File: src/rtl/sdram_init_ctrl.sv
// rtl/sdram_init_ctrl.sv - SDR SDRAM power-up init sequencer (PRE, AREF x N, LMR).
// SDRAM_INIT_FAST_SIM_EN shortens the power-up wait to 200 cycles.
module sdram_init_ctrl #(
    parameter int          T_POWER  = 20000,
    parameter int          T_RP     = 2,
    parameter int          T_RC     = 7,
    parameter int          T_MRD    = 3,
    parameter int          AREF_NUM = 8,
    parameter logic [12:0] MODE_VAL = 13'h037
) (
    input  logic        sys_clk_i,
    input  logic        rst_i,
    output logic [3:0]  init_cmd_o,
    output logic [1:0]  init_ba_o,
    output logic [12:0] init_addr_o,
    output logic        init_end_o
);

`ifdef SDRAM_INIT_FAST_SIM_EN
    localparam int PWR_CYC = 200;
`else
    localparam int PWR_CYC = T_POWER;
`endif
    localparam int CNT_MAX = (T_POWER > 200) ? T_POWER : 200;
    localparam int CNT_W   = $clog2(CNT_MAX + 1);
    localparam int ARW     = $clog2(AREF_NUM + 1);

    // The command cycle and the first wait cycle together cover two clocks of each spacing.
    localparam logic [CNT_W-1:0] PWR_END  = CNT_W'(PWR_CYC);
    localparam logic [CNT_W-1:0] TRP_END  = CNT_W'((T_RP  > 2) ? T_RP  - 2 : 0);
    localparam logic [CNT_W-1:0] TRC_END  = CNT_W'((T_RC  > 2) ? T_RC  - 2 : 0);
    localparam logic [CNT_W-1:0] TMRD_END = CNT_W'((T_MRD > 2) ? T_MRD - 2 : 0);
    localparam logic [ARW-1:0]   AREF_MAX = ARW'(AREF_NUM);

    localparam logic [3:0] CMD_NOP  = 4'b0111;
    localparam logic [3:0] CMD_PRE  = 4'b0010;
    localparam logic [3:0] CMD_AREF = 4'b0001;
    localparam logic [3:0] CMD_LMR  = 4'b0000;

    typedef enum logic [2:0] {
        WAIT_PWR, PRE, WAIT_TRP, AREF, WAIT_TRC, LMR, WAIT_TMRD, DONE
    } state_t;

    state_t           state_q, state_d;
    logic [CNT_W-1:0] cnt_q, cnt_d;
    logic [ARW-1:0]   aref_q, aref_d;
    logic [3:0]       cmd_q, cmd_d;
    logic [1:0]       ba_q, ba_d;
    logic [12:0]      addr_q, addr_d;
    logic             end_q, end_d;

    always_comb begin
        state_d = state_q;
        cnt_d   = cnt_q + CNT_W'(1);
        aref_d  = aref_q;
        case (state_q)
            WAIT_PWR:  if (cnt_q == PWR_END) state_d = PRE;
            PRE:       state_d = WAIT_TRP;
            WAIT_TRP:  if (cnt_q == TRP_END) state_d = AREF;
            AREF: begin
                state_d = WAIT_TRC;
                aref_d  = aref_q + ARW'(1);
            end
            WAIT_TRC:  if (cnt_q == TRC_END) state_d = (aref_q < AREF_MAX) ? AREF : LMR;
            LMR:       state_d = WAIT_TMRD;
            WAIT_TMRD: if (cnt_q == TMRD_END) state_d = DONE;
            default:   state_d = DONE;
        endcase
        if (state_q == DONE) begin
            cnt_d = cnt_q;
        end else if (state_d != state_q) begin
            cnt_d = '0;
        end

        // Outputs follow the state being entered so every command is registered.
        cmd_d  = CMD_NOP;
        ba_d   = 2'b11;
        addr_d = 13'h1FFF;
        end_d  = 1'b0;
        case (state_d)
            PRE:  cmd_d = CMD_PRE;
            AREF: cmd_d = CMD_AREF;
            LMR: begin
                cmd_d  = CMD_LMR;
                ba_d   = 2'b00;
                addr_d = MODE_VAL;
            end
            DONE: end_d = 1'b1;
            default: ;
        endcase
    end

    always_ff @(posedge sys_clk_i) begin
        if (rst_i) begin
            state_q <= WAIT_PWR;
            cnt_q   <= '0;
            aref_q  <= '0;
            cmd_q   <= CMD_NOP;
            ba_q    <= 2'b11;
            addr_q  <= 13'h1FFF;
            end_q   <= 1'b0;
        end else begin
            state_q <= state_d;
            cnt_q   <= cnt_d;
            aref_q  <= aref_d;
            cmd_q   <= cmd_d;
            ba_q    <= ba_d;
            addr_q  <= addr_d;
            end_q   <= end_d;
        end
    end

    assign init_cmd_o  = cmd_q;
    assign init_ba_o   = ba_q;
    assign init_addr_o = addr_q;
    assign init_end_o  = end_q;

endmodule

File: config.mk
export PLATFORM = sky130hd
export DESIGN_NAME = sdram_init_ctrl
export DESIGN_NICKNAME = d
export VERILOG_FILES = /design/src/rtl/sdram_init_ctrl.sv
export SDC_FILE = /design/constraint.sdc
export NUM_CORES = 1
export LEC_CHECK = 0
export CORE_MARGIN = 4
export CORE_UTILIZATION = 40
export CTS_BUF_LIST = sky130_fd_sc_hd__clkbuf_8
export DETAILED_ROUTE_END_ITERATION = 16
export HOLD_SLACK_MARGIN = 0.1
export SETUP_SLACK_MARGIN = 0.4
export SYNTH_ARGS = -nofsm -noshare
export SYNTH_HDL_FRONTEND = slang
export SYNTH_SLANG_ARGS = --single-unit
File: constraint.sdc
create_clock -name sys_clk_i -period 5.1 [get_ports sys_clk_i]
set_clock_uncertainty 0.1 [all_clocks]
set_input_delay 1.02 -clock sys_clk_i [delete_from_list [all_inputs] [get_ports sys_clk_i]]
set_output_delay 1.02 -clock sys_clk_i [all_outputs]
set_load 0.02 [all_outputs]
==> out/qor.yml <==
status:
  status: "complete, no violations"
floorplanning:
  die_h_um: 67.77
  fp.dieW_um: 67.77
  start_util: 0.4216
  core-area_um2: 3390
  die_area_um2: 4592
  io_pins: 22
  row_count: 21
synth:
  synth_top_area_share: 0.3783
  avgSynthCellArea_um2: 9.043
  async_reset_ff_frac: 0
  ys_seq_area_frac: 0.3783
  netlist_instances: 158
  yosysWarnings: 0
  synth.area.top_cells: "dfxtp_1 (38%), buf_4 (7.9%), nor2_1 (7.1%), xor2_1 (5.5%), xnor2_1 (4.9%)"
  yosys_most_used_dff: "dfxtp_1"
  synth_area_leader_cell: "dfxtp_1"
  netlist_area_um2: 1429
  synth_edf_count: 0
  ys_seq_elements: 27
  synth_cell_types: 39
sta:
  min_period_ns: 2.519
  rsz0062_at_grt: "false"
  hold_viol: 0
  fmax_mhz: 397.0
  tns_ns: 0
  setup_viol: 0
  period_share: 0.4939
  slew_viol_final: 0
critical_path:
  crit_slowest_cell: "clkdlybuf4s50_1"
  path_cells: "clkdlybuf4s50_1"
  critPathKind: "register to output pin"
  arrival_ns: 1.40
  critPathCaptureType: "output pin"
  rrSetupSlack_ns: 2.84
  path_buf_inv: 1
  crit_path_max_incr_delay_ns: 0.66
  worst-path-max-fanout: 10
  required_ns: 3.98
  startpoint_type: "register"
  crit_family: "buffers and inverters"
cells_and_area:
  seq_area_um2: 540.5
  fin_nets: 167
  layout_common_cells: "nor2_1 (27), dfxtp_1 (27), clkdlybuf4s50_1 (15)"
  area_delta_synth_final_pct: 8.757
  insertedDiodeCount: 0
  drive_gt1_frac: 0.08125
  multi_input_area_um2: 744.5
  n_fill_cell: 307
drt:
  drt-total-wl_um: 2368
  via_count: 991
  detail-route-antenna-nets: 0
  viasPerCell: 4.811
  drc: 0
  drt-pass1-iter-count: 3
  drtIter0Drc: 19
  route.detailed.wl_per_inst_um: 11.50
power_and_ir_drop:
  power_density_nw_per_um2: 227.8
  power_leakage_nw: 0.5613
  total_power_mw: 0.3541
  peakVddDrop_mv: 0.1468
global_route:
  grt_pass1_wl_um: 4209
  grt_pass1_vias: 937
  grt_usage: 0.1171
  grt_max_degree: 16
  antenna_found_initial: 0
  grt.overflow.total: 0
placed_design:
  gp_congestion: 0.7854
  io_buffer_count: 15
  hpwlAfterDp_um: 1834
clock_network:
  cts_tree: "done"
  cts-resized-gates: 0
  root_buffer: "clkbuf_8"
  postCtsHoldBufs: 0
  htreeDepth: 1
  post_cts_buffers: 0
  path_clk_slew_ns: 0.09
  cts.sinks: 27
  cts_buffer_depth: 2
  numCtsBuffers: 3
  clk_latency_ns: 0.27
job:
  drv_cap: 0
min_path:
  min_path_type: "register to register"
==> cell usage after synthesis, drive strengths merged, types with 3 or more instances <==
| cell | count |
|---|---|
| buf | 16 |
| clkbuf | 5 |
| dfxtp | 27 |
| ha | 4 |
| inv | 4 |
| nand2 | 10 |
| nand3 | 9 |
| nand4 | 4 |
| nor2 | 27 |
| nor2b | 3 |
| nor3 | 4 |
| nor4 | 3 |
| xnor2 | 8 |
| xor2 | 9 |
==> per-stage QoR <==
step	setup slack (ns)	util	instance area (um^2)	hold slack, ns	std cells
floorplan	3.082	-	1444	0.3795	162
global placement	2.517	0.4448	1508	0.4043	202
global route	2.495	0.4585	1554	0.4721	206
detailed placement	2.457	0.4448	1508	0.4180	202
finish	2.581	0.4585	1554	0.4300	206
CTS	2.553	0.4585	1554	0.4404	206
==> path summary, 6_finish.rpt <==
path                                  endpoint  cells after the start          from
worst min register to register       aref_q[3]                      2     aref_q[3]
worst min-delay path                 aref_q[3]                      2     aref_q[3]
worst max-delay path            init_addr_o[3]                      1  init_ba_o[0]
worst max register to register       cnt_q[12]                      5      cnt_q[4]
==> cell families after synthesis <==
group / Yosys count / synth area share
simple gates: 73 / 0.2899
compound gates: 9 / 0.06917
fa+ha+maj: 4 / 0.03503
mux: 1 / 0.007006
other cells: 2 / 0.005256
xor+xnor: 17 / 0.1042
buf+inv: 25 / 0.1112
flops: 27 / 0.3783
==> worst register-to-register path: stages, from the launching register on <==
cell and delay (ns):
dfxtp_1 0.39, or4_4 0.59, nor4b_4 0.39, nand3_4 0.16, a31oi_4 0.42, nor2_1 0.10
==> per-layer routing <==
metal,vias up,share of wire,GRT usage
met5,-,0,0
met1,461,0.47,0.1466
li1,511,-,-
met2,17,0.48,0.1981
met4,0,0.0089,0.04557
met3,2,0.043,0.01997
==> final cells by class <==
type	count	area share
Clock buffer	3	0.02657
Clock inverter	1	0.003221
Multi-Input combinational cell	110	0.4791
Sequential cell	27	0.3478
Timing Repair Buffer	15	0.09662
Tap cell	46	0.03704
Inverter	4	0.009662
==> registers in the layout, indices dropped and copies added (netlist names) <==
register / flops
state_q: 3
init_cmd_o: 3
aref_q: 4
init_end_o: 1
init_ba_o: 1
cnt_q: 15
==> power breakdown <==
group	internal, mW	leakage (nW)	switching [mW]	total (mW)
Clock	0.0546	0.0255	0.0638	0.118
Combinational	0.00721	0.318	0.0134	0.0206
Sequential	0.213	0.218	0.00239	0.215
No activity file was read; power rests on OpenSTA's default activity.
